==> src/rtl/loader_pkg.sv <==
// rtl/loader_pkg.sv - shared state type and constants for the instruction memory loader
package loader_pkg;

   typedef enum logic [2:0] {
      IDLE      = 3'd0,
      HEADER_HI = 3'd1,
      HEADER_LO = 3'd2,
      DATA      = 3'd3,
      WRITE     = 3'd4,
      DONE      = 3'd5,
      ERROR     = 3'd6
   } loader_state_t;

   localparam int BYTES_PER_WORD = 4;
   localparam int WORD_ADDR_STEP = 4;

endpackage

==> src/rtl/byte_word_assembler.sv <==
// rtl/byte_word_assembler.sv - big-endian byte-to-word shift register with byte counter
module byte_word_assembler
   import loader_pkg::*;
(
   input  logic        clk_i,
   input  logic        rst_i,
   input  logic        clear_i,
   input  logic        shift_i,
   input  logic [7:0]  byte_i,
   output logic [31:0] word_o,
   output logic        word_complete_o
);

   localparam logic [1:0] LAST_BYTE = 2'(BYTES_PER_WORD - 1);

   logic [23:0] word_q;
   logic [1:0]  cnt_q;

   // The incoming byte is presented as the word's LSB so the caller can capture
   // the complete word on the same edge that accepts the 4th byte.
   assign word_o          = {word_q, byte_i};
   assign word_complete_o = shift_i && (cnt_q == LAST_BYTE);

   // Shift accepted bytes in MSB first; clear drops any partial word from a prior session.
   always_ff @(posedge clk_i or posedge rst_i) begin
      if (rst_i) begin
         word_q <= '0;
         cnt_q  <= '0;
      end else if (clear_i) begin
         word_q <= '0;
         cnt_q  <= '0;
      end else if (shift_i) begin
         word_q <= word_o[23:0];
         cnt_q  <= cnt_q + 2'd1;
      end
   end

endmodule

==> src/rtl/instruction_memory_loader.sv <==
// rtl/instruction_memory_loader.sv - loads a counted byte-stream program image into instruction memory
module instruction_memory_loader
   import loader_pkg::*;
#(
   parameter int DEPTH       = 256,
   parameter int COUNT_WIDTH = 16
) (
   input  logic                   clk,
   input  logic                   reset,
   input  logic                   start,
   input  logic                   byteValid,
   input  logic [7:0]             byteData,
   output logic                   byteReady,
   output logic                   memWriteEnable,
   output logic [31:0]            memWriteAddress,
   output logic [31:0]            memWriteData,
   output logic                   cpuHold,
   output logic                   done,
   output logic                   error,
   output logic [COUNT_WIDTH-1:0] wordsWritten
);

   localparam logic [31:0] DEPTH_U = 32'(DEPTH);
   localparam logic [31:0] STEP_U  = 32'(WORD_ADDR_STEP);

   loader_state_t          state_q, state_d;
   logic [7:0]             hdr_hi_q, hdr_hi_d;
   logic [COUNT_WIDTH-1:0] count_q, count_d;
   logic [COUNT_WIDTH-1:0] words_q, words_d;
   logic [31:0]            addr_q, addr_d;
   logic [31:0]            wdata_q, wdata_d;

   logic        transfer;
   logic        start_accept;
   logic        shift_en;
   logic [15:0] header;
   logic [31:0] asm_word;
   logic        asm_complete;

   assign byteReady    = (state_q == HEADER_HI) || (state_q == HEADER_LO) || (state_q == DATA);
   assign transfer     = byteValid && byteReady;
   assign start_accept = start && ((state_q == IDLE) || (state_q == DONE) || (state_q == ERROR));
   assign shift_en     = transfer && (state_q == DATA);
   assign header       = {hdr_hi_q, byteData};

   assign memWriteEnable  = (state_q == WRITE);
   assign memWriteAddress = addr_q;
   assign memWriteData    = wdata_q;
   assign cpuHold         = byteReady || (state_q == WRITE);
   assign done            = (state_q == DONE);
   assign error           = (state_q == ERROR);
   assign wordsWritten    = words_q;

   byte_word_assembler u_asm (
      .clk_i           (clk),
      .rst_i           (reset),
      .clear_i         (start_accept),
      .shift_i         (shift_en),
      .byte_i          (byteData),
      .word_o          (asm_word),
      .word_complete_o (asm_complete)
   );

   // Session sequencing: header decode, word collection and one-cycle write strobe.
   always_comb begin
      state_d  = state_q;
      hdr_hi_d = hdr_hi_q;
      count_d  = count_q;
      words_d  = words_q;
      addr_d   = addr_q;
      wdata_d  = wdata_q;
      case (state_q)
         IDLE, DONE, ERROR: begin
            if (start) begin
               state_d = HEADER_HI;
               words_d = '0;
               addr_d  = '0;
            end
         end
         HEADER_HI: begin
            if (transfer) begin
               hdr_hi_d = byteData;
               state_d  = HEADER_LO;
            end
         end
         HEADER_LO: begin
            if (transfer) begin
               count_d = COUNT_WIDTH'(header);
               if (header == 16'd0) begin
                  state_d = DONE;
               end else if (32'(header) > DEPTH_U) begin
                  state_d = ERROR;
               end else begin
                  state_d = DATA;
               end
            end
         end
         DATA: begin
            if (asm_complete) begin
               wdata_d = asm_word;
               state_d = WRITE;
            end
         end
         WRITE: begin
            addr_d  = addr_q + STEP_U;
            words_d = words_q + 1'b1;
            state_d = (words_d == count_q) ? DONE : DATA;
         end
         default: state_d = IDLE;
      endcase
   end

   // Register all session state; reset abandons any session in progress.
   always_ff @(posedge clk or posedge reset) begin
      if (reset) begin
         state_q  <= IDLE;
         hdr_hi_q <= '0;
         count_q  <= '0;
         words_q  <= '0;
         addr_q   <= '0;
         wdata_q  <= '0;
      end else begin
         state_q  <= state_d;
         hdr_hi_q <= hdr_hi_d;
         count_q  <= count_d;
         words_q  <= words_d;
         addr_q   <= addr_d;
         wdata_q  <= wdata_d;
      end
   end

endmodule

==> config.mk <==
export PLATFORM = sky130hd
export DESIGN_NAME = instruction_memory_loader
export DESIGN_NICKNAME = d
export VERILOG_FILES = /design/src/rtl/loader_pkg.sv /design/src/rtl/byte_word_assembler.sv /design/src/rtl/instruction_memory_loader.sv
export SDC_FILE = /design/constraint.sdc
export NUM_CORES = 1
export LEC_CHECK = 0
export BUFFER_PORTS_ARGS = -buffer_cell sky130_fd_sc_hd__buf_2
export CORE_UTILIZATION = 37
export DETAILED_ROUTE_END_ITERATION = 12
export PLACE_DENSITY_LB_ADDON = 0.1
export SYNTH_ARGS = -nofsm -noshare
export SYNTH_HDL_FRONTEND = slang
export SYNTH_HIERARCHICAL = 1
export SYNTH_SLANG_ARGS = --single-unit
==> constraint.sdc <==
create_clock -name clk -period 4 [get_ports clk]
set_input_delay 0.6 -clock clk [delete_from_list [all_inputs] [get_ports clk]]
set_output_delay 0.6 -clock clk [all_outputs]
set_load 0.02 [all_outputs]
==> flow_summary_export.csv, run 1 <==
group,metric,value,unit
status,status,"completed",
floorplanning,dieHeight,131,microns
worst_setup_path,critPathCaptureType,"flop",
route,drt_wl_total,14300,microns
synth,netlist_area,6200,sq um
route,drt_pre_antenna_iters,4,
global_routing,grtUsageMet1,0.231,
worst_setup_path,startpoint,"wordsWritten[0]",
cells_and_area,antennaDiodeCount,0,
cells_and_area,area_growth,19.4,%
placed_design,io_buffers,94,
worst_setup_path,critPathRequiredTime,4300,ps
global_routing,antenna_found_initial,0,
floorplanning,ios,97,
worst_setup_path,crit_type,"reg -> reg",
route,ant_nets,0,
floorplanning,chipWidth,131,microns
worst_setup_path,cp_max_fo,12,
synth,yosysUniqueCellTypes,50,
cells_and_area,design_area,7400,sq um
synth,postSynthRegisterBits,131,
clock_network,clk_path_buf_depth,2,
synth,yosysSeqAreaShare,0.529,
global_routing,grt_usage,0.173,
clock_network,cts_sinks,131,
cells_and_area,fin_util,0.459,
floorplanning,rows,46,
route,vias_per_cell,5.15,
floorplanning,core,16100,sq um
timing,worst_slew_pin_slew,1330,ps
placed_design,gp_congestion,0.801,
synth,ys.warnings.count,6,
floorplanning,die_area,17300,sq um
worst_setup_path,cp_data_arrival_time,3520,ps
worst_setup_path,start_kind,"flop",
synth,synth_edf_count,0,
route,detail_route.iter0.violations,206,
timing,clock.fmax,310,MHz
synth,synth_flop_cell,"dfrtp_1",
clock_network,htreeDepth,4,
min_path,hold_path_class,"in -> async",
power_and_ir_drop,pwr_density_cell,595,nW/um^2
clock_network,cts_tree,"built",
power_and_ir_drop,ir_worst_vdd,0.369,mV
global_routing,grt_pass1_wl,23600,microns
timing,finalClockSkew,6.86,ps
global_routing,overflow,0,
placed_design,place_area,6820,sq um
timing,whs,406,ps
route,drc,0,
timing,drv_slew,0,
power_and_ir_drop,total_power,4.41,mW
clock_network,post_cts_buffers,0,
timing,min_period,3230,ps
clock_network,cts_made_buffers,17,
cells_and_area,layout-drive-gt1-share,0.297,
timing,rsz0062_at_grt,"false",
global_routing,grt_start_max_net_pins,77,
power_and_ir_drop,power.leakage,3.61,nW
clock_network,clkLatencyLatePin,410,ps
global_routing,top_usage_layer,"met2",
cells_and_area,nets,674,
global_routing,use_met3,0.0343,
clock_network,postCtsHoldBufs,0,
timing,max_slew_margin,0.107,
run,cap_violations,0,
synth,synthCells,569,
route,wl_per_cell,16.1,microns
route,via_count,4564,
cells_and_area,num-fill-cells,1564,
timing,setup-tns-final,0,ps
clock_network,clk_pin_slew,60,ps
timing,finalHoldViolCount,0,
clock_network,cts_resized,0,
global_routing,grt_use_met2,0.278,
placed_design,hpwl,9950,microns
synth,postSynth.asyncResetShare,1.00,
floorplanning,initial_core_util,0.385,
timing,fin_crit_sh,0.807,
clock_network,clock-root-buffer,"clkbuf_16",
worst_setup_path,timing.rr.start,"wordsWritten[0]",
global_routing,grt_pass1_vias,4437,
timing,setup_viol,0,
synth,syn_area_per_cell,10.9,sq um
-- worst max-delay path, stage by stage, from the launching register on --
cell and delay [ps]:
dfrtp_1 460, nand2_1 170, nor3_1 1080, nand4_1 150, a22oi_1 230, o2111ai_1 150
or4_1 570, a211o_1 300
-- metal layers --
layer  routed length, microns  vias up
li1                         -     2185
met1                     6770     2271
met2                     6810       96
met3                      548       12
met4                      135        0
met5                        0        -
-- report_power, final --
part	internal, mW	switching [mW]	total (mW)
combinational	0.469	0.618	1.09
sequential	1.55	0.244	1.80
clock	0.922	0.603	1.53
total	2.94	1.46	4.41
-- cells by family after synthesis --
kind of cell	Yosys count	share of synthesized area
AND/OR/NAND/NOR	188	0.143
flip-flops	131	0.529
multiplexers	96	0.166
AO/OA/AOI/OAI	79	0.0765
buffers and inverters	44	0.0406
XOR/XNOR	27	0.0381
adder cells (fa/ha/maj)	3	0.00606
other	1	0.000605
-- state kept, by name (all words and copies together), names as in the netlist --
signal,cells
count_q,16
hdr_hi_q,8
memWriteAddress,30
memWriteData,32
state_q,3
u_asm/cnt_q,2
u_asm/word_q,24
wordsWritten,16
-- through the flow --
stage / std cells / setup WS, ps
final: 887 / 772
after global routing: 887 / 611
after detailed placement: 856 / 751
after global placement: 856 / 898
after CTS: 887 / 738
after floorplan: 570 / 639
-- synth_stat cells, drive strengths merged (5+ instances only) --
| master | count | share of area |
|---|---|---|
| xnor2 | 18 | 0.025 |
| and2 | 5 | 0.0050 |
| o211ai | 5 | 0.0061 |
| and3 | 10 | 0.010 |
| nor2 | 55 | 0.034 |
| o31ai | 8 | 0.0097 |
| o21ai | 38 | 0.031 |
| mux2i | 40 | 0.065 |
| nor3 | 8 | 0.0065 |
| nand4 | 7 | 0.0071 |
| a21oi | 12 | 0.0097 |
| nand2 | 53 | 0.032 |
| nand3 | 30 | 0.024 |
| inv | 8 | 0.0048 |
| xor2 | 9 | 0.013 |
| dfrtp | 131 | 0.53 |
| buf | 21 | 0.026 |
| clkbuf | 13 | 0.0081 |
| mux2 | 56 | 0.10 |
-- final cells by class --
cell class,count,area (sq um),area share
well taps,216,270,0.0365
repair buffers,104,546,0.0737
clock inverters,14,154,0.0208
flip-flops and latches,131,3280,0.443
multi-input cells,395,2690,0.363
clock buffers,17,425,0.0575
inverters,10,40.0,0.00541
-- path summary, 6_finish.rpt --
| check | endpoint | cells past startpoint | slack, ps |
|---|---|---|---|
| worst min register to register | memWriteAddress[31] | 1 | 480 |
| min in group clk | memWriteAddress[31] | 1 | 480 |
| worst max register to register | state_q[1] | 7 | 770 |
| worst max-delay path | state_q[1] | 7 | 770 |
| worst min-delay path | memWriteData[16] | 2 | 410 |
| max in group asynchronous | memWriteAddress[2] | 3 | 2790 |
-- cells in the final DEF (no fill, tap or decap), types with 9 or more instances in the layout --
| cell | Yosys | final |
|---|---|---|
| nand3_1 | 30 | 30 |
| mux2_2 | 56 | 56 |
| nand2_1 | 53 | 53 |
| mux2i_1 | 40 | 40 |
| and3_1 | 10 | 10 |
| buf_2 | 6 | 94 |
| xor2_1 | 9 | 9 |
| a21oi_1 | 12 | 12 |
| buf_4 | 10 | 10 |
| nor2_1 | 53 | 52 |
| xnor2_1 | 18 | 18 |
| o21ai_0 | 37 | 37 |
| dfrtp_1 | 131 | 131 |
| clkbuf_16 | 0 | 17 |
Note: power is estimated with default switching activity, not from simulation.
==> inputs of run 2 (changes only) <==
ABC_AREA = 1   (was default)
clock period = 3.02 ns   (was 4 ns; I/O delays follow)
==> run 2 against run 1 <==
- wire length up 15%
- sequential share of layout area down 1.9 points
- final cell count grew 24%
- power grew 27%
- sequential power is 26% higher
- synthesized cell count up 36%
- register-to-register slack worse by 80 ps
- combinational power rose by 28%
- hold slack got worse by 250 ps
- count of clock-buffer cells in the layout increased by 2
- core utilization is 1.2 points lower
==> flow_summary_export.csv, run 2 <==
group,metric,value,unit
status,status,"completed",
placed_design,io_buffers,94,
floorplanning,chipWidth,135,microns
synth,yosysMostFrequentCell,"nand2_1",
power_and_ir_drop,clock_power_share,0.348,
route,wl_per_cell,14.9,microns
clock_network,post_cts_buffers,0,
power_and_ir_drop,power.internal,3.60,mW
clock_network,postCtsHoldBufs,0,
clock_network,clkLatencyLatePin,420,ps
floorplanning,rows,48,
timing,finalHoldViolCount,0,
route,detail_route.iter0.violations,314,
timing,finalClockSkew,13.4,ps
route,via_count,5569,
power_and_ir_drop,combPwrFrac,0.247,
synth,postSynth.asyncResetShare,1.00,
power_and_ir_drop,pwr-share-seq,0.405,
synth,ys.warnings.count,6,
worst_setup_path,cp_max_fo,22,
cells_and_area,largest_reg_flops,32,
route,drt_wl_total,16400,microns
worst_setup_path,critPathCaptureType,"primary output",
synth,postSynthRegisterBits,131,
route,drt_pre_antenna_iters,5,
timing,fin_ws,545,ps
timing,max_slew_margin,0.330,
power_and_ir_drop,ir_worst_vdd,0.463,mV
synth,yosysSeqAreaShare,0.500,
timing,rsz0062_at_grt,"false",
synth,synth_flop_cell,"dfrtp_1",
clock_network,cts_sinks,131,
floorplanning,dieHeight,135,microns
global_routing,antenna_found_initial,1,
timing,setup-tns-final,0,ps
global_routing,grt_pass1_wl,27300,microns
worst_setup_path,cp_data_arrival_time,2020,ps
power_and_ir_drop,netSwitchingPower,2.01,mW
clock_network,cts_tree,"built",
timing,setup_viol,0,
route,ant_nets,0,
cells_and_area,final_cell_mix,"208 x nand2_1, 131 x dfrtp_1, 94 x buf_2",
power_and_ir_drop,p_sw_frac,0.358,
timing,whs,156,ps
worst_setup_path,critPathRequiredTime,2570,ps
timing,drv_slew,0,
cells_and_area,antennaDiodeCount,0,
min_path,hold_path_class,"in -> async",
cells_and_area,nets,878,
floorplanning,core,17300,sq um
cells_and_area,area_growth,18.1,%
synth,synth_edf_count,0,
synth,yosys.area.top_type,"dfrtp_1",
power_and_ir_drop,power.leakage,4.09,nW
clock_network,clk_path_buf_depth,2,
cells_and_area,num-fill-cells,1723,
floorplanning,ios,97,
global_routing,overflow,0,
run,cap_violations,0,
timing,fin_crit_sh,0.819,
synth,syn_area_per_cell,8.45,sq um
timing,min_period,2470,ps
placed_design,gp_congestion,0.818,
synth,synth_commonest_cells,"208 x nand2_1, 131 x dfrtp_1, 89 x nand3_1, 73 x inv_1, 53 x nor2_1",
global_routing,grt_start_max_net_pins,74,
global_routing,grt_pass1_vias,5348,
synth,synthCells,775,
global_routing,grt_usage,0.193,
placed_design,pre_cts_ws,670,ps
clock_network,clock-root-buffer,"clkbuf_16",
worst_setup_path,crit_type,"reg -> out",
clock_network,cts_resized,0,
timing,worst_slew_pin_slew,1000,ps
floorplanning,die_area,18200,sq um
cells_and_area,final_common_cell,"nand2_1",
synth,netlist_area,6550,sq um
floorplanning,initial_core_util,0.379,
placed_design,hpwl,11800,microns
clock_network,clk_pin_slew,60,ps
clock_network,htreeDepth,4,
synth,synth_top_area_frac,0.500,
timing,clock.fmax,404,MHz
synth,synthTopCellsByArea,"dfrtp_1 50%, nand2_1 12%, nand3_1 6.8%",
power_and_ir_drop,pwr_density_cell,726,nW/um^2
route,vias_per_cell,5.06,
worst_setup_path,start_kind,"flop",
cells_and_area,layout-drive-gt1-share,0.218,
clock_network,cts_made_buffers,17,
synth,yosysUniqueCellTypes,41,
route,drc,0,
[run 2: worst max-delay path, stage by stage (launching register included)]
cell and delay, ps:
dfrtp_1 420, nor2_1 140, nand2_1 290, inv_2 500
buf_2 260
[run 2: worst paths after layout]
| check | start | to | slack [ps] | cells past startpoint |
|---|---|---|---|---|
| min | reset | memWriteData[27] | 160 | 2 |
| max reg2reg | state_q[2] | u_asm/word_q[13] | 690 | 10 |
| min reg2reg | u_asm/word_q[19] | u_asm/word_q[19] | 470 | 2 |
| min in group clk | byteData[4] | memWriteData[4] | 310 | 2 |
| max in group asynchronous | reset | count_q[1] | 2040 | 3 |
| max | state_q[1] | memWriteEnable | 550 | 4 |
[run 2: logic make-up after synthesis]
| group | synth area share |
|---|---|
| flops | 0.500 |
| xor+xnor | 0.00745 |
| compound gates | 0.0686 |
| simple gates | 0.281 |
| other cells | 0.000572 |
| fa+ha+maj | 0.00573 |
| mux | 0.0626 |
| buf+inv | 0.0737 |
[run 2: final cells by class]
class,count,area [sq um],share of cell area
multi-input cells,536,2800,0.361
clock inverters,13,111,0.0144
repair buffers,99,520,0.0673
flip-flops and latches,131,3280,0.424
clock buffers,19,453,0.0585
inverters,78,297,0.0383
well taps,225,282,0.0364
[run 2: through the flow]
step	power [mW]	cell area, sq um	instances	util
global placement	3.68	7170	1069	0.415
CTS	5.68	7740	1101	0.447
floorplan	3.28	6560	776	-
finish	5.61	7740	1101	0.447
detailed placement	3.70	7170	1069	0.415
global route	5.98	7740	1101	0.447
[run 2: power by group through the flow]
stage,logic [mW],clock network (mW),registers [mW]
floorplan,1.06,0,2.23
global placement,1.38,0,2.30
detailed placement,1.40,0,2.30
CTS,1.41,2.00,2.27
global route,1.59,2.08,2.31
finish,1.39,1.95,2.27
[run 2: per-layer routing]
layer / GRT usage / vias up / wire length [microns]
li1: - / 2732 / -
met1: 0.257 / 2658 / 7590
met2: 0.304 / 156 / 7620
met3: 0.0443 / 21 / 962
met4: 0.0743 / 2 / 242
met5: 0 / - / 13
==> inputs of run 3 (changes only) <==
clock period = 2.3 ns   (was 3.02 ns; I/O delays follow)
==> run 3 against run 2 <==
- flip-flop and latch count unchanged
- design area up 1.5%
- largest power group unchanged
- final cell count up 0.45%
- hold slack worse by 140 ps
- highest routed layer unchanged
- global-route usage up 0.50 points
==> flow_summary_export.csv, run 3 (synthesis gave the netlist of run 2 again) <==
group,metric,value,unit
status,status,"completed",
timing,whs,17.2,ps
placed_design,placedCellCount,1073,
timing,rsz0062_at_grt,"false",
power_and_ir_drop,pwr_density_cell,986,nW/um^2
clock_network,clkLatencyLatePin,410,ps
clock_network,clock-root-buffer,"clkbuf_16",
timing,setup-tns-final,0,ps
worst_setup_path,cp_max_fo,24,
global_routing,grt_usage,0.198,
clock_network,postCtsHoldBufs,0,
placed_design,gp_congestion,0.836,
cells_and_area,fin_cells,1106,
global_routing,overflow,0,
floorplanning,initial_core_util,0.379,
global_routing,grt_start_max_net_pins,106,
floorplanning,chipWidth,135,microns
cells_and_area,area_growth,19.9,%
route,vias_per_cell,5.09,
cells_and_area,layout-drive-gt1-share,0.222,
global_routing,grt_pass1_vias,5584,
timing,max_slew_margin,0.566,
cells_and_area,final_common_cell,"nand2_1",
placed_design,io_buffers,94,
route,via_count,5627,
timing,clock.fmax,474,MHz
clock_network,cts_sinks,131,
floorplanning,core,17300,sq um
route,drt_pre_antenna_iters,5,
placed_design,place_area,7200,sq um
cells_and_area,final_cell_mix,"208 x nand2_1, 130 x dfrtp_1, 94 x buf_2",
route,drt_wl_total,16700,microns
timing,finalHoldViolCount,0,
power_and_ir_drop,power.leakage,4.15,nW
worst_setup_path,crit_type,"reg -> out",
timing,min_period,2110,ps
worst_setup_path,start_kind,"flop",
clock_network,htreeDepth,4,
timing,fin_crit_sh,0.917,
route,ant_nets,0,
timing,finalClockSkew,8.72,ps
timing,worst_slew_pin_slew,645,ps
power_and_ir_drop,total_power,7.75,mW
clock_network,clk_path_buf_depth,2,
global_routing,antenna_found_initial,1,
floorplanning,rows,48,
worst_setup_path,critPathRequiredTime,1960,ps
cells_and_area,num-fill-cells,1690,
cells_and_area,antennaDiodeCount,0,
min_path,hold_path_class,"in -> async",
power_and_ir_drop,ir_worst_vdd,0.601,mV
timing,fin_ws,192,ps
worst_setup_path,cp_data_arrival_time,1760,ps
floorplanning,dieHeight,135,microns
placed_design,pre_cts_ws,212,ps
cells_and_area,nets,883,
route,wl_per_cell,15.1,microns
clock_network,clk_pin_slew,60,ps
floorplanning,die_area,18200,sq um
cells_and_area,fin_util,0.454,
global_routing,grt_pass1_wl,28200,microns
worst_setup_path,critPathCaptureType,"primary output",
clock_network,cts_tree,"built",
cells_and_area,largest_reg_flops,32,
cells_and_area,design_area,7860,sq um
placed_design,hpwl,11700,microns
route,drc,0,
timing,setup_viol,0,
clock_network,cts_made_buffers,17,
run,cap_violations,0,
timing,drv_slew,0,
route,detail_route.iter0.violations,296,
floorplanning,ios,97,
==> run 3: power by group <==
group	switching [mW]	leakage, nW	total, mW	internal, mW
Clock	1.02	0.310	2.93	1.91
Combinational	1.27	2.05	1.84	0.564
Sequential	0.328	1.78	2.97	2.65
Total	2.63	4.15	7.75	5.12
==> run 3: final cells by class <==
type	count	area, sq um	area share
Clock buffer	21	470	0.0599
Clock inverter	11	175	0.0223
Inverter	78	297	0.0377
Multi-Input combinational cell	537	2800	0.357
Sequential cell	131	3280	0.417
Tap cell	225	282	0.0358
Timing Repair Buffer	103	551	0.0701
==> run 3: what timing repair did <==
item | CTS | global route
buffers inserted | 0 | 0
endpoints found under the setup margin | 0 | 2
resized for setup | 0 | 1
==> run 3: path summary, 6_finish.rpt <==
check,from,endpoint,slack [ps],depth (start not counted)
setup / recovery,state_q[0],memWriteEnable,190,4
setup reg to reg,wordsWritten[0],state_q[2],250,13
min in group clk,byteData[3],u_asm/word_q[3],200,3
hold reg to reg,u_asm/word_q[18],u_asm/word_q[18],470,2
hold / removal,reset,u_asm/word_q[21],20,3
max in group asynchronous,reset,memWriteData[30],1700,3
==> run 3: worst max-delay path: stages (launching register included) <==
cell and delay, ps:
dfrtp_1 390, nor2_1 150, nand2_1 130, inv_2 420, buf_2 260
==> run 3: layer usage <==
layer	global-route usage	vias to the layer above	routed length (microns)
met5	0	-	13
met4	0.0787	2	347
met1	0.260	2685	7570
li1	-	2734	-
met2	0.315	177	7810
met3	0.0454	29	948
